===== src/rtl/accel_pkg.sv =====
// rtl/accel_pkg.sv - shared FSM states, MMIO offsets and status bit positions for accel_dispatch
package accel_pkg;

  // FSM state encoding
  typedef logic [2:0] state_t;
  localparam state_t S_IDLE   = 3'd0;
  localparam state_t S_FETCH  = 3'd1;
  localparam state_t S_HASH   = 3'd2;
  localparam state_t S_WRITE  = 3'd3;
  localparam state_t S_STATUS = 3'd4;

  // Word offsets inside the command window
  localparam logic [1:0] OFF_SRC = 2'd0;
  localparam logic [1:0] OFF_DST = 2'd1;
  localparam logic [1:0] OFF_GO  = 2'd2;

  // Bit positions inside the status word
  localparam int ST_DONE = 0;
  localparam int ST_OVR  = 1;
  localparam int ST_TO   = 2;

  localparam int DIGEST_WORDS = 8;

endpackage


===== src/rtl/accel_digest_ser.sv =====
// rtl/accel_digest_ser.sv - latches a 256-bit digest and presents it one 32-bit word at a time
module accel_digest_ser
  import accel_pkg::*;
(
  input  logic         clk,
  input  logic         rst_n,
  input  logic         load,
  input  logic [255:0] digest,
  input  logic         advance,
  output logic [31:0]  word,
  output logic [2:0]   idx,
  output logic         last
);

  logic [255:0] dig_q;

  // Capture the digest on load and step the word index while advancing
  always_ff @(posedge clk) begin
    if (rst_n) begin
      dig_q <= '0;
      idx   <= '0;
    end else if (load) begin
      dig_q <= digest;
      idx   <= '0;
    end else if (advance) begin
      idx <= idx + 3'd1;
    end
  end

  // Word 0 lives in the most significant 32 bits
  assign word = dig_q[{3'(DIGEST_WORDS - 1) - idx, 5'd0} +: 32];
  assign last = (idx == 3'(DIGEST_WORDS - 1));

endmodule


===== src/rtl/accel_dispatch.sv =====
// rtl/accel_dispatch.sv - MMIO job dispatcher feeding a SHA-256 core; ACCEL_TIMEOUT_EN enables the hash watchdog
module accel_dispatch
  import accel_pkg::*;
#(
  parameter logic [15:0] MMIO_BASE      = 16'hFF00,
  parameter int          RD_LAT         = 1,
  parameter int          TIMEOUT_CYCLES = 1024
) (
  input  logic         clk,
  input  logic         rst_n,
  input  logic         cpu_wrt_en,
  input  logic [31:0]  cpu_wrt_data,
  input  logic [15:0]  cpu_addr,
  input  logic [511:0] accel_rd_data,
  output logic [15:0]  accel_addr,
  output logic         accel_wrt_en,
  output logic [31:0]  accel_wrt_data,
  output logic         hash_start,
  output logic [511:0] hash_block,
  input  logic         hash_done,
  input  logic [255:0] hash_digest,
  output logic         busy,
  output logic         done
);

  state_t      state;
  logic [15:0] src_reg, dst_reg, job_src, job_dst;
  logic [1:0]  fetch_cnt;
  logic        overrun, timeout, hash_first;
  logic        sel_src, sel_dst, go;
  logic        fetch_last, hash_fire, hash_expire;
  logic [31:0] ser_word;
  logic [2:0]  ser_idx;
  logic        ser_last;
  logic [31:0] status_word;
  logic        unused_wdata;

  assign sel_src = cpu_wrt_en && (cpu_addr == MMIO_BASE + 16'(OFF_SRC));
  assign sel_dst = cpu_wrt_en && (cpu_addr == MMIO_BASE + 16'(OFF_DST));
  assign go      = cpu_wrt_en && (cpu_addr == MMIO_BASE + 16'(OFF_GO)) && cpu_wrt_data[0];
  assign unused_wdata = ^cpu_wrt_data[31:16];

  assign fetch_last = (fetch_cnt == 2'(RD_LAT - 1));
  assign hash_fire  = (state == S_HASH) && hash_done;

`ifdef ACCEL_TIMEOUT_EN
  logic [15:0] hash_cnt;

  // Watchdog counts HASH cycles and restarts whenever the FSM is elsewhere
  always_ff @(posedge clk) begin
    if (rst_n || state != S_HASH) hash_cnt <= '0;
    else                          hash_cnt <= hash_cnt + 16'd1;
  end

  // A digest arriving in the final allowed cycle still wins over the timeout
  assign hash_expire = (state == S_HASH) && !hash_done &&
                       (hash_cnt == 16'(TIMEOUT_CYCLES - 1));
`else
  logic [15:0] unused_timeout;
  assign unused_timeout = 16'(TIMEOUT_CYCLES);
  assign hash_expire    = 1'b0;
`endif

  // Command registers, job sequencing and sticky overrun tracking
  always_ff @(posedge clk) begin
    if (rst_n) begin
      state      <= S_IDLE;
      src_reg    <= '0;
      dst_reg    <= '0;
      job_src    <= '0;
      job_dst    <= '0;
      fetch_cnt  <= '0;
      overrun    <= 1'b0;
      timeout    <= 1'b0;
      hash_first <= 1'b0;
      hash_block <= '0;
    end else begin
      if (sel_src) src_reg <= cpu_wrt_data[15:0];
      if (sel_dst) dst_reg <= cpu_wrt_data[15:0];
      hash_first <= 1'b0;

      // GO outside IDLE is rejected; a GO in the STATUS cycle survives the clear
      if (go && state != S_IDLE) overrun <= 1'b1;
      else if (state == S_STATUS) overrun <= 1'b0;

      case (state)
        S_IDLE: begin
          if (go) begin
            job_src   <= src_reg;
            job_dst   <= dst_reg;
            fetch_cnt <= '0;
            timeout   <= 1'b0;
            state     <= S_FETCH;
          end
        end
        S_FETCH: begin
          if (fetch_last) begin
            hash_block <= accel_rd_data;
            hash_first <= 1'b1;
            state      <= S_HASH;
          end else begin
            fetch_cnt <= fetch_cnt + 2'd1;
          end
        end
        S_HASH: begin
          if (hash_done) begin
            state <= S_WRITE;
          end else if (hash_expire) begin
            timeout <= 1'b1;
            state   <= S_STATUS;
          end
        end
        S_WRITE:  if (ser_last) state <= S_STATUS;
        S_STATUS: state <= S_IDLE;
        default:  state <= S_IDLE;
      endcase
    end
  end

  accel_digest_ser u_ser (
    .clk     (clk),
    .rst_n   (rst_n),
    .load    (hash_fire),
    .digest  (hash_digest),
    .advance (state == S_WRITE),
    .word    (ser_word),
    .idx     (ser_idx),
    .last    (ser_last)
  );

  // Status word reported at the end of every job
  always_comb begin
    status_word          = '0;
    status_word[ST_DONE] = 1'b1;
    status_word[ST_OVR]  = overrun;
    status_word[ST_TO]   = timeout;
  end

  // Memory port drive: fetch address, digest writeback, then status
  always_comb begin
    accel_addr     = '0;
    accel_wrt_en   = 1'b0;
    accel_wrt_data = '0;
    done           = 1'b0;
    case (state)
      S_FETCH: accel_addr = job_src;
      S_WRITE: begin
        accel_wrt_en   = 1'b1;
        accel_addr     = job_dst + 16'(ser_idx);
        accel_wrt_data = ser_word;
      end
      S_STATUS: begin
        accel_wrt_en   = 1'b1;
        accel_addr     = job_dst + 16'(DIGEST_WORDS);
        accel_wrt_data = status_word;
        done           = 1'b1;
      end
      default: ;
    endcase
  end

  assign busy       = (state != S_IDLE);
  assign hash_start = hash_first;

endmodule


===== config.mk =====
export PLATFORM = sky130hd
export DESIGN_NAME = accel_dispatch
export DESIGN_NICKNAME = d
export VERILOG_FILES = /design/src/rtl/accel_pkg.sv /design/src/rtl/accel_digest_ser.sv /design/src/rtl/accel_dispatch.sv
export SDC_FILE = /design/constraint.sdc
export NUM_CORES = 2
export LEC_CHECK = 0
export CAP_MARGIN = 10
export CORE_AREA = 2 2 544 546
export DETAILED_ROUTE_END_ITERATION = 10
export DIE_AREA = 0 0 546 548
export GPL_TIMING_DRIVEN = 1
export REMOVE_ABC_BUFFERS = 1
export SETUP_SLACK_MARGIN = 0.05
export SLEW_MARGIN = 20
export SYNTH_ARGS = -nofsm -noshare
export SYNTH_HDL_FRONTEND = slang
export SYNTH_SLANG_ARGS = --single-unit

===== constraint.sdc =====
create_clock -name clk -period 6.8 [get_ports clk]
set_input_delay 0.68 -clock clk [delete_from_list [all_inputs] [get_ports clk]]
set_output_delay 0.68 -clock clk [all_outputs]
set_load 0.005 [all_outputs]

# After elaboration in Yosys (flattened, before gate mapping)

Index checks and enable logic that the tools add are counted.
W data, S select, Z words.

Bits in registers: 842

$add $sub $neg: 5
Equality and inequality tests: 13
Shift operators: 1
Multiplexer cells: 15
Bitwise logic cells: 1
Reduce and logical (&&, ||, !) cells: 18

Operator list:

| kind                    | count |
|---|---|
| $shiftx A256 B9 Y32     | 1 |
| $pmux W32 S2            | 1 |
| $eq A16 B16 Y1 const B  | 3 |
| $pmux W16 S3            | 1 |
| $add A16 B3 Y16         | 1 |
| $add A16 B4 Y16 const B | 1 |
| $mux W3                 | 4 |
| $pmux W3 S4             | 1 |
| $ne A2 B2 Y1 const B    | 5 |
| $eq A3 B2 Y1 const B    | 2 |
| $eq A3 B3 Y1 const B    | 2 |
| $logic_and A1 B1 Y1     | 6 |
| $reduce_or A2 Y1        | 3 |
| $mux W1                 | 5 |
| $mux W2                 | 2 |
| $pmux W2 S2             | 1 |
| $reduce_and A2 Y1       | 2 |
| $reduce_and A4 Y1       | 1 |
| $reduce_bool A2 Y1      | 2 |
| $add A3 B1 Y3 const B   | 1 |
| $eq A3 B1 Y1 const B    | 1 |
| $logic_not A3 Y1        | 1 |
| $reduce_and A3 Y1       | 1 |
| $reduce_bool A3 Y1      | 1 |
| 4 further kinds         | 4 |

# Longest topological paths before layout

Depth after elaboration: 5
Depth in mapped cells: 9
Mapped depth without buffers: 8

# Cells and area by module

Synthesis repeated with hierarchy kept, for this count alone.

Cells, all modules: 3,577
Area, all modules: 31,911.9 µm²

By module, submodules not included:

| module           | instances | cells an instance | area an instance (µm²) |
|---|---|---|---|
| accel_dispatch   | 1         | 2,626             | 20,967.6 |
| accel_digest_ser | 1         | 951               | 10,944.2 |

# Least setup slack after synthesis

No wires, ideal clock.

Kind: register -> output
From: register u_ser.idx[1]
To: output accel_addr[12]
Arrival time: 2,464 ps
Setup slack: 3,656 ps
Stages on the path, launching flop included: 10
Path through: dfxtp_1 > buf_1 > clkbuf_1 > inv_1 > fa_1 > nor2b_1 > o311ai_0 > o21ai_0 > o31ai_1 > a22o_1

Longest elaborated chain between the ends: 2

Ends and longest elaborated chain:

| item                   | line                   | source |
|---|---|---|
| start, declared        | accel_digest_ser.sv:11 | `output logic [2:0] idx,` |
| start signal, assigned | accel_digest_ser.sv:26 | `idx <= idx + 3'd1;` |
| $add A16 B3 Y16        | accel_dispatch.sv:149  | `accel_addr = job_dst + 16'(ser_idx);` |
| $pmux W16 S3           | accel_dispatch.sv:145  | `case (state)` |
| end, declared          | accel_dispatch.sv:15   | `output logic [15:0] accel_addr,` |

Every way passes these cells.

# Worst setup path in the final report

From: register u_ser.idx[0]
To: output accel_addr[4]

The elaborated chain is that of the path after synthesis.

==> run_results.csv <==
group,metric,value,unit
job,drv_cap,0,
sta,hold_violations,0,
layout,final_cell_count_no_fill,9127,
sta,setup_viol,0,
outcome,outcome,"finished clean",
route,drc,0,
critical_path,cp_cell_sequence,"ha_1 > inv_1 > fa_1 > nor2b_1 > o21ai_0 > xor2_1 > o21ai_0 > clkdlybuf4s50_1",
floorplanning,fp.dieH,548,µm
floorplanning,core,0.293,mm²
critical_path,max_stage_delay,0.73,ns
grt,grt_pass1_vias,30600,
clock_tree,post_cts_buffers,0,
route,top_layer_used,"met5",
synth,syn-mean-instance-area,8.07,µm²
grt,antenna_found_initial,143,
min_path,hold_depth,2,
clock_tree,clockRootBuffer,"clkbuf_16",
route,num_vias,32000,
sta,final.min_clock_period,4.57,ns
synth,synthFlopType,"dfxtp_1",
floorplanning,ios,1384,
route,detail-route-antenna-nets,0,
route,wl_met3,25500,µm
sta,worst_slack,2.23,ns
synth,ys_seq_elements,842,
route,routedWlPerCell,23.1,µm
sta,maxSlewViolCount,0,
critical_path,arrival,3.89,ns
clock_tree,clkTransAtPathRegs,0.07,ns
clock_tree,clk_latency,0.83,ns
clock_tree,htreeDepth,3,
critical_path,critical_path_buf_inv_count,2,
layout,top_register,"hash_block",
sta,fin_crit_sh,67.1,%
placed_design,gp_congestion,0.916,
pwr,power_density,216,mW/mm²
pwr,vdd_drop_max,0.229,mV
floorplanning,start_util,10.7,%
route,drt_iter0_drc,2208,
synth,synthCells,3890,
sta,rsz0062_at_grt,"no",
route,routed_wl,211000,µm
layout,nNetsFinal,5922,
synth,ys_seq_area_share,53.7,%
sta,slew-limit-headroom,19.4,%
placed_design,dp_slack,2.40,ns
clock_tree,numCtsBuffers,108,
pwr,leakagePower,16.4,nW
critical_path,crit_family,"flip-flops",
critical_path,cp.depth,8,
sta,timing.fmax,0.219,GHz
sta,fin_worst_skew,0.0578,ns
critical_path,reg2reg_depth,5,
route,drt-met1-wl,77600,µm
sta,tightest_slew,1.21,ns
clock_tree,cts.sinks,842,
critical_path,slowest_stage,"dfxtp_4",
floorplanning,num_rows,199,
floorplanning,fp.dieW,546,µm
layout,largest_register_ffs,512,
critical_path,critPathCaptureType,"output port",
min_path,min_path_type,"input pin to flip-flop",
grt,grt_pass1_wl,273000,µm
layout,largestRegisters,"hash_block x512, u_ser.dig_q x256",
grt,grt.total_usage,13.5,%
synth,ys_warn_count,0,
sta,finalSetupTns,0,ns
placed_design,dp_hpwl,172000,µm
grt,gr-total-overflow,0,
synth,synth.distinct_cells,52,
layout,area_delta_synth_final,68.3,%
grt,grt_max_degree,201,
critical_path,start_kind,"flip-flop",
clock_tree,cts_tree,"yes",
floorplanning,dieArea,0.299,mm²
synth,synth_area,0.0314,mm²
critical_path,criticalPathCategory,"flip-flop to output port",
layout,final_layout_size_suffix_gt1_share,5.28,%
critical_path,required,6.12,ns
placed_design,portBuffers,1367,
route,drt_first_pass_iters,5,
critical_path,crit_path_frequent_cell,"o21ai_0",
route,met2_length,97100,µm
critical_path,worstPathMaxFanout,24,
synth,synth_enable_flop_cells,0,
placed_design,dp_cells,8902,
clock_tree,hold_buffers,0,
synth,postSynth.asyncResetShare,0,%
clock_tree,clock_path_buffers,4,
clock_tree,cts_resized,0,
route,via_per_inst,3.50,
-- cells by family after synthesis --
logic type,share of synthesized area (%)
adders and majority gates,0.343
xor gates and xnor gates,0.0837
AOI/OAI and AO/OA,13.8
and+or+nand+nor,21.4
buffers and inverters,3.98
DFF,53.7
muxes,6.76
-- worst reg2reg max path, delay by kind of cell, from the launching register on --
kind / cells / cell delay, ns
AO/OA/AOI/OAI: 1 / 0.18
AND/OR/NAND/NOR: 2 / 1.10
flip-flops: 1 / 0.73
buffers and inverters: 2 / 0.88
-- through the flow --
| stage | utilization, % | hold slack, ns | area, µm² | power (mW) |
|---|---|---|---|---|
| floorplan | - | 0.425 | 30200 | 5.05 |
| global placement | 16.8 | 0.438 | 49200 | 5.65 |
| CTS | 18.0 | 0.285 | 52700 | 11.6 |
| global route | 18.0 | 0.327 | 52800 | 11.8 |
| detailed placement | 16.8 | 0.445 | 49200 | 5.64 |
| finish | 18.0 | 0.335 | 52800 | 11.4 |
-- path summary, 6_finish.rpt --
| path | from | endpoint | slack, ns |
|---|---|---|---|
| setup / recovery | u_ser.idx[0] | accel_addr[4] | 2.23 |
| hold / removal | rst_n | u_ser.dig_q[41] | 0.33 |
| setup reg to reg | state[1] | hash_block[23] | 3.85 |
| hold reg to reg | src_reg[15] | src_reg[15] | 0.45 |
-- layer usage --
layer / track usage, % / vias up
met2: 22.3 / 1447
li1: - / 15200
met5: 0 / -
met1: 14.1 / 14900
met4: 5.64 / 50
met3: 7.29 / 390
-- synthesized netlist by cell type (2+ instances only) --
| library cell | count | share of area, % |
|---|---|---|
| buf_1 | 33 | 0.39 |
| nor4_2 | 3 | 0.12 |
| xor2_1 | 2 | 0.056 |
| nor3_1 | 5 | 0.080 |
| o21ai_0 | 19 | 0.30 |
| ha_1 | 7 | 0.28 |
| nor3b_1 | 2 | 0.048 |
| or4_1 | 2 | 0.048 |
| nand4_1 | 4 | 0.080 |
| o31ai_1 | 3 | 0.072 |
| a31oi_1 | 2 | 0.040 |
| a41o_1 | 2 | 0.064 |
| a41oi_1 | 2 | 0.056 |
| mux2i_1 | 68 | 2.2 |
| a22o_1 | 2 | 0.056 |
| a21oi_1 | 808 | 13 |
| buf_2 | 42 | 0.67 |
| buf_6 | 4 | 0.14 |
| nor2_1 | 76 | 0.91 |
| nand2_1 | 1627 | 19 |
| nand3_1 | 5 | 0.080 |
| inv_1 | 6 | 0.072 |
| o221ai_1 | 2 | 0.056 |
| nand3b_1 | 2 | 0.048 |
| a32o_1 | 2 | 0.064 |
| o22ai_1 | 2 | 0.040 |
| and2_1 | 2 | 0.040 |
| and4_1 | 3 | 0.084 |
| clkbuf_1 | 223 | 2.7 |
| or3_1 | 2 | 0.040 |
| mux4_2 | 64 | 4.6 |
| nor2b_1 | 3 | 0.060 |
| dfxtp_1 | 842 | 54 |
-- placed cells by master (no fill, tap or decap), drive strengths merged, types with 3 or more instances in the layout --
master,netlist,final
mux2i,68,68
clkinv,0,20
and4,3,3
mux4,64,64
o21ai,19,19
nand2,1627,1627
nand3,5,5
a21oi,808,808
nor2,76,76
or3,3,3
bufinv,0,9
nor4,4,4
nor3,5,5
ha,7,7
nand4,5,5
clkdlybuf4s50,0,1366
dfxtp,842,842
diode,0,34
clkinvlp,0,4
o31ai,3,3
inv,7,14
buf,80,31
nor2b,3,3
clkbuf,223,150
-- cell type report --
| class | count | area, µm² |
|---|---|---|
| diodes | 34 | 85.1 |
| clock buffers | 150 | 3040 |
| clock inverters | 40 | 495 |
| fillers | 33100 | 240000 |
| inverters | 7 | 26.3 |
| multi-input cells | 2738 | 13300 |
| flip-flops and latches | 842 | 16900 |
| well taps | 3919 | 4900 |
| repair buffers | 1397 | 14100 |
-- report_power, final --
part | switching [mW] | internal (mW) | total (mW)
sequential | 0.00000783 | 4.93 | 4.93
combinational | 0.188 | 0.414 | 0.602
clock | 2.42 | 3.46 | 5.87
(Power assumes the default switching activity.)
